`src/rtl/periph_bus_master_pkg.sv`:
```
// -----------------------------------------------------------------------------
// periph_bus_master_pkg
//   Shared definitions for the peripheral bus initiator: signal levels for the
//   chip-select/strobe/direction lines, the FSM state encoding, and a helper
//   that sizes the watchdog counter.
// -----------------------------------------------------------------------------
package periph_bus_master_pkg;

    // Signal levels on the peripheral bus.
    localparam logic ENABLE  = 1'b1;
    localparam logic DISABLE = 1'b0;
    localparam logic READ    = 1'b1;
    localparam logic WRITE   = 1'b0;

    localparam int WORD_DATA_W = 32;

    typedef enum logic [1:0] {
        BUS_ST_IDLE = 2'd0,
        BUS_ST_ADDR = 2'd1,
        BUS_ST_WAIT = 2'd2,
        BUS_ST_RESP = 2'd3
    } bus_st_e;

    // Width needed to count 0..timeout; never narrower than one bit so that
    // TIMEOUT = 0 (wait forever) still elaborates.
    function automatic int wdog_width(input int timeout);
        return (timeout < 1) ? 1 : $clog2(timeout + 1);
    endfunction

endpackage

```
`src/rtl/bus_master_watchdog.sv`:
```
// -----------------------------------------------------------------------------
// bus_master_watchdog
//   Counts the cycles a bus access has been outstanding and flags expiry once
//   the count reaches TIMEOUT. The counter saturates there. TIMEOUT = 0
//   disables expiry entirely.
// Ports
//   clk       in   system clock
//   rest      in   asynchronous, active-high reset
//   clear_i   in   force the count back to zero (takes priority over enable_i)
//   enable_i  in   count this cycle
//   expired_o out  count has reached TIMEOUT
// -----------------------------------------------------------------------------
module bus_master_watchdog
    import periph_bus_master_pkg::*;
#(
    parameter int TIMEOUT = 16
) (
    input  logic clk,
    input  logic rest,
    input  logic clear_i,
    input  logic enable_i,
    output logic expired_o
);

    localparam int                CNT_W = wdog_width(TIMEOUT);
    localparam logic [CNT_W-1:0]  LIMIT = CNT_W'(TIMEOUT);

    logic [CNT_W-1:0] count_q;
    logic [CNT_W-1:0] count_d;

    // NOTE: every signal assigned in always_comb gets a default first, so no
    // path leaves it unassigned and no latch is inferred.
    always_comb begin
        count_d = count_q;
        if (clear_i) begin
            count_d = '0;
        end else if (enable_i && (count_q != LIMIT)) begin
            count_d = count_q + 1'b1;
        end
    end

    // NOTE: sequential state uses non-blocking assignments so every register
    // samples pre-edge values, independent of statement order.
    always_ff @(posedge clk or posedge rest) begin
        if (rest) begin
            count_q <= '0;
        end else begin
            count_q <= count_d;
        end
    end

    assign expired_o = (TIMEOUT != 0) && (count_q == LIMIT);

endmodule

```
`src/rtl/periph_bus_master.sv`:
```
// -----------------------------------------------------------------------------
// periph_bus_master
//   Initiator side of the peripheral bus. Accepts one request at a time from
//   the core/DMA request port, decodes the chip select from the upper address
//   bits, drives one address-strobe cycle, waits for rdy under a watchdog and
//   returns read data / timeout status as a one-cycle response strobe.
//   All outputs are registered. FSM: IDLE -> ADDR -> (WAIT) -> RESP -> IDLE.
// Ports
//   clk, rest                    clock, asynchronous active-high reset
//   req_valid/req_ready          request handshake (ready only in IDLE)
//   req_rw/req_addr/req_wdata    direction, {slave index, register}, data
//   rsp_valid                    one-cycle response strobe, no backpressure
//   rsp_rdata/rsp_err            read data (0 on write/error), timeout flag;
//                                both hold their value after the strobe
//   bus_cs/bus_as/bus_rw         one-hot select, address strobe, direction
//   bus_addr/bus_wr_data         register address, write data (0 on reads)
//   bus_rdy/bus_rd_data          OR of all slaves' rdy / read data
// -----------------------------------------------------------------------------
module periph_bus_master
    import periph_bus_master_pkg::*;
#(
    parameter  int DATA_W  = WORD_DATA_W,
    parameter  int ADDR_W  = 3,
    parameter  int NUM_CS  = 4,
    parameter  int TIMEOUT = 16,
    localparam int CS_W    = $clog2(NUM_CS)
) (
    input  logic                   clk,
    input  logic                   rest,
    input  logic                   req_valid,
    output logic                   req_ready,
    input  logic                   req_rw,
    input  logic [CS_W+ADDR_W-1:0] req_addr,
    input  logic [DATA_W-1:0]      req_wdata,
    output logic                   rsp_valid,
    output logic [DATA_W-1:0]      rsp_rdata,
    output logic                   rsp_err,
    output logic [NUM_CS-1:0]      bus_cs,
    output logic                   bus_as,
    output logic                   bus_rw,
    output logic [ADDR_W-1:0]      bus_addr,
    output logic [DATA_W-1:0]      bus_wr_data,
    input  logic                   bus_rdy,
    input  logic [DATA_W-1:0]      bus_rd_data
);

    bus_st_e             state_q;
    logic                req_ready_q;
    logic                rsp_valid_q;
    logic [DATA_W-1:0]   rsp_rdata_q;
    logic                rsp_err_q;
    logic [NUM_CS-1:0]   bus_cs_q;
    logic                bus_as_q;
    logic                bus_rw_q;
    logic [ADDR_W-1:0]   bus_addr_q;
    logic [DATA_W-1:0]   bus_wr_data_q;

    logic                wdog_expired;
    logic [NUM_CS-1:0]   cs_onehot;

    // Chip-select decode of the slave index carried in the upper address bits.
    always_comb begin
        cs_onehot = {NUM_CS{DISABLE}};
        cs_onehot[req_addr[CS_W+ADDR_W-1:ADDR_W]] = ENABLE;
    end

    // The watchdog is cleared while idle and counts every ADDR/WAIT cycle, so
    // in the k-th WAIT cycle it holds k and expires in WAIT cycle TIMEOUT.
    bus_master_watchdog #(
        .TIMEOUT (TIMEOUT)
    ) u_watchdog (
        .clk       (clk),
        .rest      (rest),
        .clear_i   (state_q == BUS_ST_IDLE),
        .enable_i  ((state_q == BUS_ST_ADDR) || (state_q == BUS_ST_WAIT)),
        .expired_o (wdog_expired)
    );

    always_ff @(posedge clk or posedge rest) begin
        if (rest) begin
            state_q       <= BUS_ST_IDLE;
            req_ready_q   <= 1'b1;
            rsp_valid_q   <= 1'b0;
            rsp_rdata_q   <= '0;
            rsp_err_q     <= 1'b0;
            bus_cs_q      <= {NUM_CS{DISABLE}};
            bus_as_q      <= DISABLE;
            bus_rw_q      <= READ;
            bus_addr_q    <= '0;
            bus_wr_data_q <= '0;
        end else begin
            unique case (state_q)
                BUS_ST_IDLE: begin
                    // The bus registers double as the latched request.
                    if (req_valid && req_ready_q) begin
                        state_q       <= BUS_ST_ADDR;
                        req_ready_q   <= 1'b0;
                        bus_cs_q      <= cs_onehot;
                        bus_as_q      <= ENABLE;
                        bus_rw_q      <= req_rw;
                        bus_addr_q    <= req_addr[ADDR_W-1:0];
                        bus_wr_data_q <= (req_rw == WRITE) ? req_wdata : '0;
                    end
                end

                BUS_ST_ADDR, BUS_ST_WAIT: begin
                    bus_as_q <= DISABLE;
                    if (bus_rdy || ((state_q == BUS_ST_WAIT) && wdog_expired)) begin
                        state_q     <= BUS_ST_RESP;
                        rsp_valid_q <= 1'b1;
                        // rdy wins over a timeout on the same edge.
                        rsp_err_q   <= !bus_rdy;
                        rsp_rdata_q <= (bus_rdy && (bus_rw_q == READ)) ? bus_rd_data : '0;
                        bus_cs_q      <= {NUM_CS{DISABLE}};
                        bus_rw_q      <= READ;
                        bus_addr_q    <= '0;
                        bus_wr_data_q <= '0;
                    end else begin
                        state_q <= BUS_ST_WAIT;
                    end
                end

                BUS_ST_RESP: begin
                    state_q     <= BUS_ST_IDLE;
                    rsp_valid_q <= 1'b0;
                    req_ready_q <= 1'b1;
                end

                default: state_q <= BUS_ST_IDLE;
            endcase
        end
    end

    assign req_ready   = req_ready_q;
    assign rsp_valid   = rsp_valid_q;
    assign rsp_rdata   = rsp_rdata_q;
    assign rsp_err     = rsp_err_q;
    assign bus_cs      = bus_cs_q;
    assign bus_as      = bus_as_q;
    assign bus_rw      = bus_rw_q;
    assign bus_addr    = bus_addr_q;
    assign bus_wr_data = bus_wr_data_q;

endmodule

```
`config.mk`:
```
export PLATFORM = sky130hd
export DESIGN_NAME = periph_bus_master
export DESIGN_NICKNAME = d
export VERILOG_FILES = /design/src/rtl/periph_bus_master_pkg.sv /design/src/rtl/bus_master_watchdog.sv /design/src/rtl/periph_bus_master.sv
export SDC_FILE = /design/constraint.sdc
export NUM_CORES = 1
export LEC_CHECK = 0
export CAP_MARGIN = 20
export CORE_MARGIN = 2
export CORE_UTILIZATION = 42
export DETAILED_ROUTE_END_ITERATION = 6
export GPL_ROUTABILITY_DRIVEN = 0
export HOLD_SLACK_MARGIN = 0.06
export PLACE_DENSITY = 0.8
export SLEW_MARGIN = 5
export SYNTH_ARGS = -nofsm -noshare
export SYNTH_HDL_FRONTEND = slang
export SYNTH_HIERARCHICAL = 1
export SYNTH_SLANG_ARGS = --single-unit
```
`constraint.sdc`:
```
create_clock -name clk -period 2.6 [get_ports clk]
set_clock_uncertainty 0.1 [all_clocks]
set_input_delay 0.26 -clock clk [delete_from_list [all_inputs] [get_ports clk]]
set_output_delay 0.26 -clock clk [all_outputs]
set_load 0.01 [all_outputs]
```
* Word-level counts from Yosys, hierarchy flattened
Index checks and enable logic that the tools add are counted.
Storage, ports and cells: register bits 83, input port bits 74, word-level logic and storage cells 66
Cells by class: add/sub/neg operators 1, magnitude comparators 2, equality and inequality tests 7, mux-type cells 26, reduce and logical (&&, ||, !) cells 19
Operators by type and width (number):
- 32-bit 2-to-1 mux | 4
- 32-bit one-hot mux with 2 select lines | 1
- 5-bit 2-to-1 mux | 2
- 4-bit 2-to-1 mux | 2
- 1-bit one-hot mux with 2 select lines | 4
- 4-bit one-hot mux with 2 select lines | 1
- 2-bit AND reduction | 4
- 2-bit nonzero test | 4
- 1-bit 2-to-1 mux | 6
- 3-bit 2-to-1 mux | 2
- 2-bit one-hot mux with 3 select lines | 1
- 3-bit one-hot mux with 2 select lines | 1
- 5-bit by 1-bit adder with 5-bit output, second input constant | 1
- 5-bit equality test, second input constant | 1
- 1-bit logical AND | 5
- 5-bit inequality test, second input constant | 1
- 2-bit equality test, second input constant | 2
- 2-bit inequality test, second input constant | 2
- 2-bit by 3-bit < comparator with 1-bit output, second input constant | 1
- 3-bit AND reduction | 1
- 1-bit demux with 2-bit select | 1
- 2-bit by 1-bit equality test with 1-bit output, second input constant | 1
- 2-bit by 1-bit greater-or-equal comparator with 1-bit output, second input constant | 1
- 2-bit zero test | 1
- 4 further kinds | 5

* Longest topological paths before layout
depth after elaboration 6, mapped depth 8

* Modules after synthesis
Netlist, hierarchy kept.
By module, submodules not included:
- periph_bus_master | times used 1, cells each 269, area each 3139.3 sq um, sequential area each 1954.4 sq um
- bus_master_watchdog | times used 1, cells each 28, area each 284.0 sq um, sequential area each 125.1 sq um

* Worst setup path after synthesis
Ideal clock, no wire load.
path kind flip-flop to flip-flop, from register state_q[0], to register bus_wr_data_q[0], in the netlist bus_wr_data[0], library setup time 0.121 ns, data arrival time 1.593 ns, slack 0.786 ns, cell stages (with the launch flop) 7, buffers on the path 2, clock period less this slack 1.814 ns, cells stage by stage dfrtp_1 > inv_1 > ha_1 > buf_4 > a22o_4 > buf_6 > a22o_1
Between the ends: word-level cells in the longest chain between the ends 5, elaborated cells on any way between the ends 11
RTL lines:
- start, declared | line periph_bus_master.sv:47 | bus_st_e state_q;
- start signal, assigned | line periph_bus_master.sv:81 | state_q <= BUS_ST_IDLE;
- start signal, assigned | line periph_bus_master.sv:96 | state_q <= BUS_ST_ADDR;
- start signal, assigned | line periph_bus_master.sv:109 | state_q <= BUS_ST_RESP;
- 2-bit equality test | line periph_bus_master.sv:92, periph_bus_master.sv:108
- 1-bit logical AND | line periph_bus_master.sv:108 | if (bus_rdy || ((state_q == BUS_ST_WAIT) && wdog_expired)) begin
- 1-bit logical OR | line periph_bus_master.sv:108
- 2-bit inequality test (no line)
- 3-bit AND reduction (no line)
- end signal, assigned | line periph_bus_master.sv:102 | bus_wr_data_q <= (req_rw == WRITE) ? req_wdata : '0;
- end, declared | line periph_bus_master.sv:56 | logic [DATA_W-1:0] bus_wr_data_q;
Parallel ways exist; a longest one is shown, timed or not. A chain may end at the register's enable or synchronous reset.

* Worst setup path after layout
from register state_q[0], to register u_watchdog.count_q[0]
Between the ends: word-level cells in the longest chain between the ends 4, elaborated cells on any way between the ends 7
RTL lines:
- 2-bit by 1-bit equality test with 1-bit output or 2-bit equality test (tied branches) | line periph_bus_master.sv:75 | .enable_i ((state_q == BUS_ST_ADDR) || (state_q == BUS_ST_WAIT)),
- 1-bit logical OR | line periph_bus_master.sv:75
- 1-bit logical AND | line bus_master_watchdog.sv:37 | end else if (enable_i && (count_q != LIMIT)) begin
- 2-bit nonzero test (no line)
- end signal, assigned | line bus_master_watchdog.sv:48 | count_q <= count_d;
- end, declared | line bus_master_watchdog.sv:28 | logic [CNT_W-1:0] count_q;
Parallel ways exist; a longest one is shown, timed or not.

==> impl_metrics.toml <==
[finish]
finish.utilization_pct = 66.5
layout-drive-gt1-share_pct = 8.07
nets = 520
antennaDiodeCount = 0
area.growth.synth_to_final_pct = 51.7
instances_no_fill = 548

[cts]
cts_resized = 0
ctsLongestPathBuffers = 2
worst_skew_pair.late_latency_ns = 0.35
clock-root-buffer = "sky130_fd_sc_hd__clkbuf_8"
path_clk_slew_ns = 0.09
clock_tree_from_tritoncts = "built"
cts_sinks = 83
postCtsSetupRepairBufs = 0
hold_buffers = 0
cts_max_level = 3
tritoncts.num_buffers = 9

[worst_setup_path]
path_class = "register to register"
worst_path_dominant_cell_family = "adder cells"
critical_path.endpoint_type = "register"
cp-start-kind = "register"
path_max_fanout = 28
crit_path_cell_trace = "inv_1 > ha_1 > buf_4 > nor2b_2 > mux2_2"
worst_path_max_delay_cell = "sky130_fd_sc_hd__ha_1"
critical_path.max_stage_delay_ns = 0.47
critical_path_required_ns = 2.73
cp.buffers_inverters = 2
worstPathArrival_ns = 2.22

[sta]
setup_ws_ns = 0.517
finalHoldViolCount = 0
post-route-period-util_pct = 80.1
timing.fmax_ghz = 0.480
report.final.slew_viol_count = 0
finalSetupViolations = 0
tightestPinTransition_ns = 0.681
final_period_minus_worst_setup_slack_ns = 2.08
unrepaired_setup_endpoints_after_global_routing = "false"
setup_tns_ns = 0
maxSlewHeadroom_pct = 54.5

[routing]
drt_first_pass_iters = 4
avg_vias_per_cell = 5.18
route.detailed.drc = 0
post_route_ant_nets = 0
route.vias.total = 2837
routedWlPerCell_um = 16.4
route.final.wire_length_um = 8980
drt-initial-drc-count = 124

[synth]
synthMostInstantiatedCell = "sky130_fd_sc_hd__dfrtp_1"
synth-edff-count = 0
netlist_top_cells_area = "sky130_fd_sc_hd__dfrtp_1 59%, sky130_fd_sc_hd__a22o_1 9.0%, sky130_fd_sc_hd__nand4_1 6.2%, sky130_fd_sc_hd__o21ai_1 4.8%, sky130_fd_sc_hd__inv_1 4.5%"
yosys_warnings = 6
post_syn_nets = 376
synth.ff_latch_count = 83
syn-cell-area_mm2 = 0.00342
synth.distinct_cells = 35
yosys_most_used_dff = "sky130_fd_sc_hd__dfrtp_1"
post_synth_most_frequent_cells = "81 x sky130_fd_sc_hd__dfrtp_1, 41 x sky130_fd_sc_hd__inv_1, 35 x sky130_fd_sc_hd__a22o_1"
post_synth_inst_count = 297
post-synth-top-area-fraction_pct = 59.2
seq_area_frac_synth_pct = 60.7
async_set_or_reset_register_ratio_after_synthesis_pct = 100
netlist.top_cell.by_area = "sky130_fd_sc_hd__dfrtp_1"
synth_area_per_cell_um2 = 11.5

[min_path]
worst_min_delay_path_category = "input pin to asynchronous set/reset pin"

[placement]
placed_cells = 532
buffer_ports.inserted = 149
dpl_worst_slack_ns = 0.529
dp_hpwl_um = 6360

[outcome]
outcome = "completed"

[grt]
use_met1_pct = 27.7
grt.overflow.total = 0
total_track_usage_pct = 20.7
grt.busiest_layer = "met2"
grt_first_pass_wirelength_um = 14000
grt_use_met2_pct = 31.7
grt.met3_usage_pct = 6.82
antenna_found_initial = 0
grt_max_degree = 41
first_global_vias = 2874

[die]
area_of_the_die_mm2 = 0.00889
initial_utilization_pct = 43.8
die_h_um = 94.3
floorplan.core_area_mm2 = 0.00781
die_wd_um = 94.3
rows = 32
number_of_top_level_pins = 150

[power_and_ir_drop]
power_per_cell_area_mw_per_mm2 = 1100
vdd.ir_drop.worst_uv = 632
fin_total_pwr_mw = 5.71
power_leakage_nw = 2.32

[run]
maxcap_violations = 0
[routing by layer]
layer / vias up / share of wire (%)
met1: 1356 / 44
met4: 0 / 0.79
met5: - / 0
li1: 1330 / -
met2: 145 / 45
met3: 6 / 11
[placed cells by master, fill, tap and decap left out, types with 4 or more instances in the layout]
| cell | count |
|---|---|
| sky130_fd_sc_hd__nand2_1 | 8 |
| sky130_fd_sc_hd__dfrtp_1 | 81 |
| sky130_fd_sc_hd__nor2_1 | 4 |
| sky130_fd_sc_hd__inv_1 | 40 |
| sky130_fd_sc_hd__a21oi_1 | 4 |
| sky130_fd_sc_hd__clkbuf_8 | 10 |
| sky130_fd_sc_hd__o21ai_1 | 33 |
| sky130_fd_sc_hd__nand4_1 | 34 |
| sky130_fd_sc_hd__a22o_1 | 35 |
| sky130_fd_sc_hd__clkdlybuf4s50_1 | 149 |
| sky130_fd_sc_hd__buf_4 | 7 |
| sky130_fd_sc_hd__ha_1 | 5 |
[per-stage QoR]
stage | instance area (µm²) | hold WS, ns
global route | 5190 | 0.0812
CTS | 5190 | 0.0655
global placement | 4980 | 0.367
detailed placement | 4980 | 0.369
finish | 5190 | 0.0679
floorplan | 3420 | -0.0615
[worst paths after layout]
kind	cells past startpoint	slack, ns	from	endpoint
max	5	0.52	state_q[0]	u_watchdog/count_q[0]
min	2	0.07	rest	u_watchdog/count_q[4]
max reg2reg	5	0.52	state_q[0]	u_watchdog/count_q[0]
min reg2reg	2	0.41	req_ready	req_ready
max in group asynchronous	3	1.49	rest	bus_wr_data[18]
min in group clk	3	0.39	bus_rd_data[28]	rsp_rdata[28]
[sequential cells by signal (all words and copies together) (netlist names)]
name	cells
bus_as	1
state_q	2
rsp_rdata	32
bus_rw	1
u_watchdog/count_q	5
bus_cs	4
rsp_err	1
req_ready	1
rsp_valid	1
bus_addr	3
bus_wr_data	32
[where the power goes]
group / total, mW / internal (mW) / switching, mW
combinational: 2.72 / 1.34 / 1.38
sequential: 2.04 / 1.76 / 0.283
clock: 0.952 / 0.480 / 0.472
total: 5.71 / 3.58 / 2.13
[area by class of cell]
cell class	count	area, µm²
fill	613	2610
sequential	83	2080
multi-input combinational	149	1060
clock inverter	6	72.6
timing repair buffer	157	1560
clock buffer	10	138
inverter	41	155
tap	102	128
[logic make-up after synthesis]
| family | synth area share, % |
|---|---|
| muxes | 0.621 |
| and+or+nand+nor | 10.2 |
| adders and majority gates | 1.83 |
| buffers and inverters | 8.44 |
| xor gates and xnor gates | 0.512 |
| AOI/OAI and AO/OA | 17.6 |
| DFF | 60.7 |
Power figures use the tool's default switching activity.
